**src/rtl/uart_mmio_tx_pkg.sv**
```systemverilog
`default_nettype none
// ============================================================================
//  Module   : uart_mmio_tx_pkg
//  Purpose  : Shared definitions for the memory-mapped UART transmitter:
//             register offsets, status bit positions and TX FSM encodings.
//  Ports    : none (package)
//  Revision : 1.0  initial release
// ============================================================================
package uart_mmio_tx_pkg;

  // Register offsets from BASE_ADDR
  localparam logic [31:0] UART_DATA_OFS = 32'd0;
  localparam logic [31:0] UART_STAT_OFS = 32'd4;

  // Status word bit positions
  localparam int ST_BUSY  = 0;
  localparam int ST_FULL  = 1;
  localparam int ST_EMPTY = 2;
  localparam int ST_OVF   = 3;

  // TX state machine encodings
  typedef enum logic [1:0] {
    S_IDLE  = 2'd0,
    S_START = 2'd1,
    S_DATA  = 2'd2,
    S_STOP  = 2'd3
  } tx_state_e;

endpackage
`default_nettype wire

```
**src/rtl/uart_mmio_tx_fifo_sync.sv**
```systemverilog
`default_nettype none
// ============================================================================
//  Module   : fifo_sync
//  Purpose  : Single-clock FIFO with occupancy count. A push is accepted only
//             when the FIFO is not full as seen before this edge, so a pop in
//             the same cycle never frees room for the push (no bypass).
//  Ports    : clk, rst_n           clock, async active-low reset
//             push, push_data      write request and data
//             pop, pop_data        read request; pop_data shows the head entry
//             full, empty, count   occupancy status
//  Revision : 1.0  initial release
// ============================================================================
module fifo_sync #(
  parameter int WIDTH = 8,
  parameter int DEPTH = 8,
  localparam int AW = $clog2(DEPTH),
  localparam int CW = AW + 1
) (
  input  logic             clk,
  input  logic             rst_n,
  input  logic             push,
  input  logic [WIDTH-1:0] push_data,
  input  logic             pop,
  output logic [WIDTH-1:0] pop_data,
  output logic             full,
  output logic             empty,
  output logic [CW-1:0]    count
);

  logic [WIDTH-1:0] mem_q [DEPTH];
  logic [AW-1:0]    wr_ptr_q, wr_ptr_d;
  logic [AW-1:0]    rd_ptr_q, rd_ptr_d;
  logic [CW-1:0]    count_q, count_d;
  logic             push_ok, pop_ok;

  assign full     = (count_q == CW'(DEPTH));
  assign empty    = (count_q == '0);
  assign count    = count_q;
  assign pop_data = mem_q[rd_ptr_q];

  assign push_ok = push && !full;
  assign pop_ok  = pop && !empty;

  always_comb begin
    wr_ptr_d = wr_ptr_q;
    rd_ptr_d = rd_ptr_q;
    count_d  = count_q;
    // Pointers are log2(DEPTH) wide, so the increment wraps modulo depth.
    if (push_ok) wr_ptr_d = wr_ptr_q + AW'(1);
    if (pop_ok)  rd_ptr_d = rd_ptr_q + AW'(1);
    case ({push_ok, pop_ok})
      2'b10:   count_d = count_q + CW'(1);
      2'b01:   count_d = count_q - CW'(1);
      default: count_d = count_q;
    endcase
  end

  always_ff @(posedge clk or negedge rst_n) begin
    if (!rst_n) begin
      wr_ptr_q <= '0;
      rd_ptr_q <= '0;
      count_q  <= '0;
    end else begin
      wr_ptr_q <= wr_ptr_d;
      rd_ptr_q <= rd_ptr_d;
      count_q  <= count_d;
    end
  end

  // Storage needs no reset: entries are only read after being written.
  always_ff @(posedge clk) begin
    if (push_ok) mem_q[wr_ptr_q] <= push_data;
  end

endmodule
`default_nettype wire

```
**src/rtl/uart_mmio_tx.sv**
```systemverilog
`default_nettype none
// ============================================================================
//  Module   : uart_mmio_tx
//  Purpose  : Memory-mapped 8N1 UART transmitter on the core store path.
//             DATA (BASE+0) pushes a byte into the TX FIFO; STATUS (BASE+4)
//             reads {ovf, empty, full, busy} and any write to it clears ovf.
//  Ports    : clk, rst_n   clock, async active-low reset
//             mem_we       store strobe (SW)
//             mem_addr     store/load address
//             mem_wdata    store data, bits 7:0 used
//             mmio_rdata   status word when addressing STATUS, else 0
//             tx           registered serial output, idle high
//  Revision : 1.0  initial release
// ============================================================================
module uart_mmio_tx
  import uart_mmio_tx_pkg::*;
#(
  parameter logic [31:0] BASE_ADDR    = 32'h0000_8000,
  parameter int          CLKS_PER_BIT = 434,
  parameter int          FIFO_DEPTH   = 8
) (
  input  logic        clk,
  input  logic        rst_n,
  input  logic        mem_we,
  input  logic [31:0] mem_addr,
  input  logic [31:0] mem_wdata,
  output logic [31:0] mmio_rdata,
  output logic        tx
);

  localparam int            CW       = $clog2(FIFO_DEPTH) + 1;
  localparam int            DW       = $clog2(CLKS_PER_BIT);
  localparam logic [DW-1:0] DIV_LAST = DW'(CLKS_PER_BIT - 1);

  tx_state_e     state_q, state_d;
  logic [DW-1:0] div_q, div_d;
  logic [2:0]    bit_q, bit_d;
  logic [7:0]    shift_q, shift_d;
  logic          tx_q, tx_d;
  logic          ovf_q, ovf_d;

  logic          data_hit, stat_hit, stat_sel, div_last;
  logic          fifo_pop, fifo_full, fifo_empty;
  logic [7:0]    fifo_dout;
  logic [CW-1:0] fifo_count_unused;
  logic          unused_wdata;

  // Only exact word addresses match, so misaligned stores fall through.
  assign stat_sel     = (mem_addr == BASE_ADDR + UART_STAT_OFS);
  assign data_hit     = mem_we && (mem_addr == BASE_ADDR + UART_DATA_OFS);
  assign stat_hit     = mem_we && stat_sel;
  assign unused_wdata = ^mem_wdata[31:8];

  fifo_sync #(
    .WIDTH (8),
    .DEPTH (FIFO_DEPTH)
  ) u_fifo (
    .clk       (clk),
    .rst_n     (rst_n),
    .push      (data_hit),
    .push_data (mem_wdata[7:0]),
    .pop       (fifo_pop),
    .pop_data  (fifo_dout),
    .full      (fifo_full),
    .empty     (fifo_empty),
    .count     (fifo_count_unused)
  );

  // Overflow uses the pre-edge full flag, matching the FIFO's no-bypass rule.
  always_comb begin
    ovf_d = ovf_q;
    if (stat_hit)                    ovf_d = 1'b0;
    else if (data_hit && fifo_full) ovf_d = 1'b1;
  end

  assign div_last = (div_q == DIV_LAST);

  always_comb begin
    state_d  = state_q;
    div_d    = div_q;
    bit_d    = bit_q;
    shift_d  = shift_q;
    fifo_pop = 1'b0;
    case (state_q)
      S_IDLE: begin
        if (!fifo_empty) begin
          fifo_pop = 1'b1;
          shift_d  = fifo_dout;
          div_d    = '0;
          state_d  = S_START;
        end
      end
      S_START: begin
        if (div_last) begin
          div_d   = '0;
          state_d = S_DATA;
        end else begin
          div_d = div_q + DW'(1);
        end
      end
      S_DATA: begin
        if (div_last) begin
          div_d = '0;
          if (bit_q == 3'd7) begin
            bit_d   = '0;
            state_d = S_STOP;
          end else begin
            bit_d   = bit_q + 3'd1;
            shift_d = {1'b0, shift_q[7:1]};
          end
        end else begin
          div_d = div_q + DW'(1);
        end
      end
      S_STOP: begin
        if (div_last) begin
          div_d = '0;
          // Chain straight into the next start bit to keep frames contiguous.
          if (!fifo_empty) begin
            fifo_pop = 1'b1;
            shift_d  = fifo_dout;
            state_d  = S_START;
          end else begin
            state_d = S_IDLE;
          end
        end else begin
          div_d = div_q + DW'(1);
        end
      end
      default: state_d = S_IDLE;
    endcase

    // tx is computed from the next state so the registered line changes on
    // the same edge the FSM does.
    case (state_d)
      S_START: tx_d = 1'b0;
      S_DATA:  tx_d = shift_d[0];
      default: tx_d = 1'b1;
    endcase
  end

  always_ff @(posedge clk or negedge rst_n) begin
    if (!rst_n) begin
      state_q <= S_IDLE;
      div_q   <= '0;
      bit_q   <= '0;
      shift_q <= '0;
      tx_q    <= 1'b1;
      ovf_q   <= 1'b0;
    end else begin
      state_q <= state_d;
      div_q   <= div_d;
      bit_q   <= bit_d;
      shift_q <= shift_d;
      tx_q    <= tx_d;
      ovf_q   <= ovf_d;
    end
  end

  assign tx = tx_q;

  always_comb begin
    mmio_rdata = '0;
    if (stat_sel) begin
      mmio_rdata[ST_BUSY]  = (state_q != S_IDLE);
      mmio_rdata[ST_FULL]  = fifo_full;
      mmio_rdata[ST_EMPTY] = fifo_empty;
      mmio_rdata[ST_OVF]   = ovf_q;
    end
  end

endmodule
`default_nettype wire

```
**config.mk**
```make
export PLATFORM = sky130hd
export DESIGN_NAME = uart_mmio_tx
export DESIGN_NICKNAME = d
export VERILOG_FILES = /design/src/rtl/uart_mmio_tx_pkg.sv /design/src/rtl/uart_mmio_tx_fifo_sync.sv /design/src/rtl/uart_mmio_tx.sv
export SDC_FILE = /design/constraint.sdc
export NUM_CORES = 1
export LEC_CHECK = 0
export CELL_PAD_IN_SITES_DETAIL_PLACEMENT = 0
export CELL_PAD_IN_SITES_GLOBAL_PLACEMENT = 1
export CORE_ASPECT_RATIO = 1.2
export CORE_UTILIZATION = 44
export CTS_CLUSTER_SIZE = 24
export DETAILED_ROUTE_END_ITERATION = 8
export GPL_ROUTABILITY_DRIVEN = 0
export GPL_TIMING_DRIVEN = 0
export HOLD_SLACK_MARGIN = 0.15
export PLACE_DENSITY = 0.95
export SLEW_MARGIN = 25
export SYNTH_ARGS = -nofsm -noshare
export SYNTH_HDL_FRONTEND = slang
export SYNTH_SLANG_ARGS = --single-unit
export TNS_END_PERCENT = 20
```
**constraint.sdc**
```tcl
create_clock -name clk -period 8 [get_ports clk]
set_clock_uncertainty 0.05 [all_clocks]
set_input_delay 1.6 -clock clk [delete_from_list [all_inputs] [get_ports clk]]
set_output_delay 1.6 -clock clk [all_outputs]
set_load 0.005 [all_outputs]
```
==> impl_metrics.py <==
metrics = {
    "power_and_ir_drop": {
        "p_comb_share_pct": 4.2,
        "power_density_nw_per_um2": 178,
        "max-vdd-ir-drop_mv": 0.251,
        "swShare_pct": 20.4,
        "seq_power_share_pct": 52.7,
        "internal_power_mw": 0.816,
        "p_sw_mw": 0.210,
        "pwr-share-clk_pct": 43.1,
        "p_leak_nw": 2.28,
    },
    "synth": {
        "synth-seq-cells": 98,
        "synth_area_um2": 4700,
        "synth_area_leaders": "edfxtp_1, dfrtp_1, mux4_2",
        "synth_flop_cell": "edfxtp_1",
        "synth-simple-area-share_pct": 10.1,
        "yosys-mux-area-fraction_pct": 10.9,
        "synth_compound_area_share_pct": 7.73,
        "synth_top_cell_by_area": "edfxtp_1",
        "syn_area_per_cell_um2": 13.5,
        "synth_top_family_by_area": "multiplexers",
        "synth_cell_type_count": 49,
        "yosysTopAreaCellShare_pct": 40.9,
        "yosys.area_share.adder_pct": 4.42,
        "synth_edf_count": 64,
        "synth_xor_area_share_pct": 1.49,
        "synthArstFlopShare_pct": 34.7,
        "synthCells": 348,
        "ys_warn_count": 0,
        "synth.yosys.seq_area_share_pct": 59.1,
    },
    "layout": {
        "seq_area_um2": 2770,
        "diodes": 0,
        "multi_input_area_um2": 1740,
        "syn2layout_area_growth_pct": 22.8,
        "final_area_um2": 5770,
        "nFillCells": 834,
        "mostFrequentLayoutCells": "edfxtp_1, clkdlybuf4s50_1, dfrtp_1",
        "nNetsFinal": 517,
        "layout-drive-gt1-share_pct": 18.0,
        "mostFrequentLayoutCell": "edfxtp_1",
    },
    "setup_path": {
        "path_max_fanout": 3,
        "cp_top_family": "buffers and inverters",
        "crit_path_start_kind": "input port",
        "crit_chain": "clkdlybuf4s50_1 > nor4_1 > nand4_1 > nor2_1 > nand2_1 > nor2_1 > clkdlybuf4s50_1",
        "cp.required_ps": 6350,
        "cp_num_buf_inv": 2,
        "crit_slowest_cell": "clkdlybuf4s50_1",
        "worstSetupEndpointType": "primary output",
        "crit_type": "input port to primary output",
        "critPathArrivalTime_ps": 3360,
        "worst_path_largest_cell_delay_ps": 520,
    },
    "drt": {
        "viasPerCell": 5.19,
        "antenna_left": 0,
        "dr.pass1.iters": 4,
        "drtIter0Drc": 121,
        "vias": 2930,
        "finalWirelength_um": 8680,
        "wl_per_cell_um": 15.4,
        "drc": 0,
    },
    "sta": {
        "rsz0062_at_grt": "no",
        "hold_viol": 0,
        "max_freq_ghz": 0.200,
        "fin_tns_setup_ps": 0,
        "slew_headroom_pct": 38.2,
        "worst_pin_slew_ps": 924,
        "period_needed_ps": 5010,
        "maxSlewViolCount": 0,
        "period_share_pct": 62.6,
        "setup_viol": 0,
    },
    "global_route": {
        "antenna_found_initial": 0,
        "grt_pass1_vias": 2903,
        "grt-ovfl-total": 0,
        "grt_usage_pct": 17.2,
        "grt_pass1_wl_um": 14100,
        "grt_max_degree": 19,
    },
    "floorplanning": {
        "core_area_um2": 10200,
        "initial_core_util_pct": 46.0,
        "row_count": 40,
        "die_area_um2": 11100,
        "die_w_um": 96.3,
        "die_height_um": 115,
        "ios": 100,
    },
    "clock_network": {
        "cts.repair_timing.setup_buffer_count": 0,
        "cts.sink_count": 98,
        "cts_tree": "built",
        "cts_hold_buf": 0,
        "cts_resized": 0,
        "numCtsBuffers": 9,
        "clockBufferDepth": 2,
        "cts_root_buf": "clkbuf_16",
        "path_clk_slew_ps": 70,
        "clkLatencyLatePin_ps": 340,
        "cts_max_level": 3,
    },
    "run": {
        "drv_cap": 0,
    },
    "outcome": {
        "status": "completed",
    },
    "min_path": {
        "hp-class": "register to register",
    },
    "placement": {
        "placed_area_um2": 5460,
        "place.port_buffers": 47,
        "hpwl_um": 6370,
    },
}
## kinds of logic after synthesis
kind of cell	Yosys count
other	1
adder cells (fa/ha/maj)	16
buffers and inverters	48
flip-flops	98
multiplexers	33
XOR/XNOR	8
AO/OA/AOI/OAI	53
AND/OR/NAND/NOR	91
## state kept, by name (all words and copies together) (netlist names), 2 cells and up
signal / cells
u_fifo.mem_q: 64
div_q: 9
shift_q: 8
u_fifo.count: 4
bit_q: 3
u_fifo.rd_ptr_q: 3
u_fifo.wr_ptr_q: 3
state_q: 2
## power groups by stage
stage	combinational, mW	sequential [mW]	clock, mW
3_5_place_dp	0.0430	0.551	0
5_1_grt	0.0487	0.540	0.467
6_report	0.0433	0.540	0.442
2_1_floorplan	0.0138	0.551	0
3_3_place_gp	0.0406	0.551	0
4_1_cts	0.0432	0.540	0.450
## path summary, 6_finish.rpt
path | from | to | slack [ps] | cells past startpoint
min in group asynchronous | rst_n | div_q[5] | 1150 | 1
max in group asynchronous | rst_n | tx | 6230 | 2
max | mem_addr[8] | mmio_rdata[1] | 2990 | 7
min | u_fifo.wr_ptr_q[2] | u_fifo.wr_ptr_q[2] | 450 | 1
max reg2reg | state_q[0] | u_fifo.count[3] | 4610 | 14
min reg2reg | u_fifo.wr_ptr_q[2] | u_fifo.wr_ptr_q[2] | 450 | 1
## layout make-up
type	instances	share of cell area [%]
repair buffers	48	8.55
well taps	126	2.73
clock inverters	7	1.43
multi-input cells	229	30.2
inverters	9	0.586
flip-flops and latches	98	48.1
clock buffers	9	3.91
plain buffers	39	4.45
## per-stage QoR
step | hold WS (ps) | total power [mW] | setup WS [ps] | std cells | utilization [%]
CTS | 448 | 1.03 | 2940 | 565 | 56.5
finish | 446 | 1.03 | 2990 | 565 | 56.5
floorplan | 407 | 0.565 | 4000 | 375 | -
detailed placement | 434 | 0.594 | 2950 | 549 | 53.5
global placement | 430 | 0.592 | 2950 | 548 | 53.1
global route | 470 | 1.06 | 2820 | 565 | 56.5
## cell usage after synthesis (2+ instances only)
cell type  count
nor4_1         7
nand2b_1       4
mux2_2         5
nand2_1       24
inv_1          9
nor2_2         2
o21ai_0       23
xor2_1         4
a21o_1         2
ha_1          15
mux2i_1       14
xnor2_1        4
nand3_1        2
a21oi_1        4
a31oi_1        3
nand4_1        2
a211oi_1       4
dfrtp_1       33
nor2_1        25
mux4_2        14
nor3_1         6
o31ai_1        2
a22o_1        10
buf_4         29
clkbuf_1       8
and3_1         7
edfxtp_1      64
## layer usage
| metal | global-route usage, % | vias to the layer above | share of wire (%) | routed length, um |
|---|---|---|---|---|
| li1 | - | 1415 | - | - |
| met2 | 29.9 | 73 | 52 | 4550 |
| met5 | 0 | - | 0 | 0 |
| met4 | 6.37 | 0 | 2.5 | 213 |
| met1 | 20.8 | 1422 | 42 | 3630 |
| met3 | 3.77 | 20 | 3.3 | 290 |
Note: power is estimated with default switching activity, not from simulation.
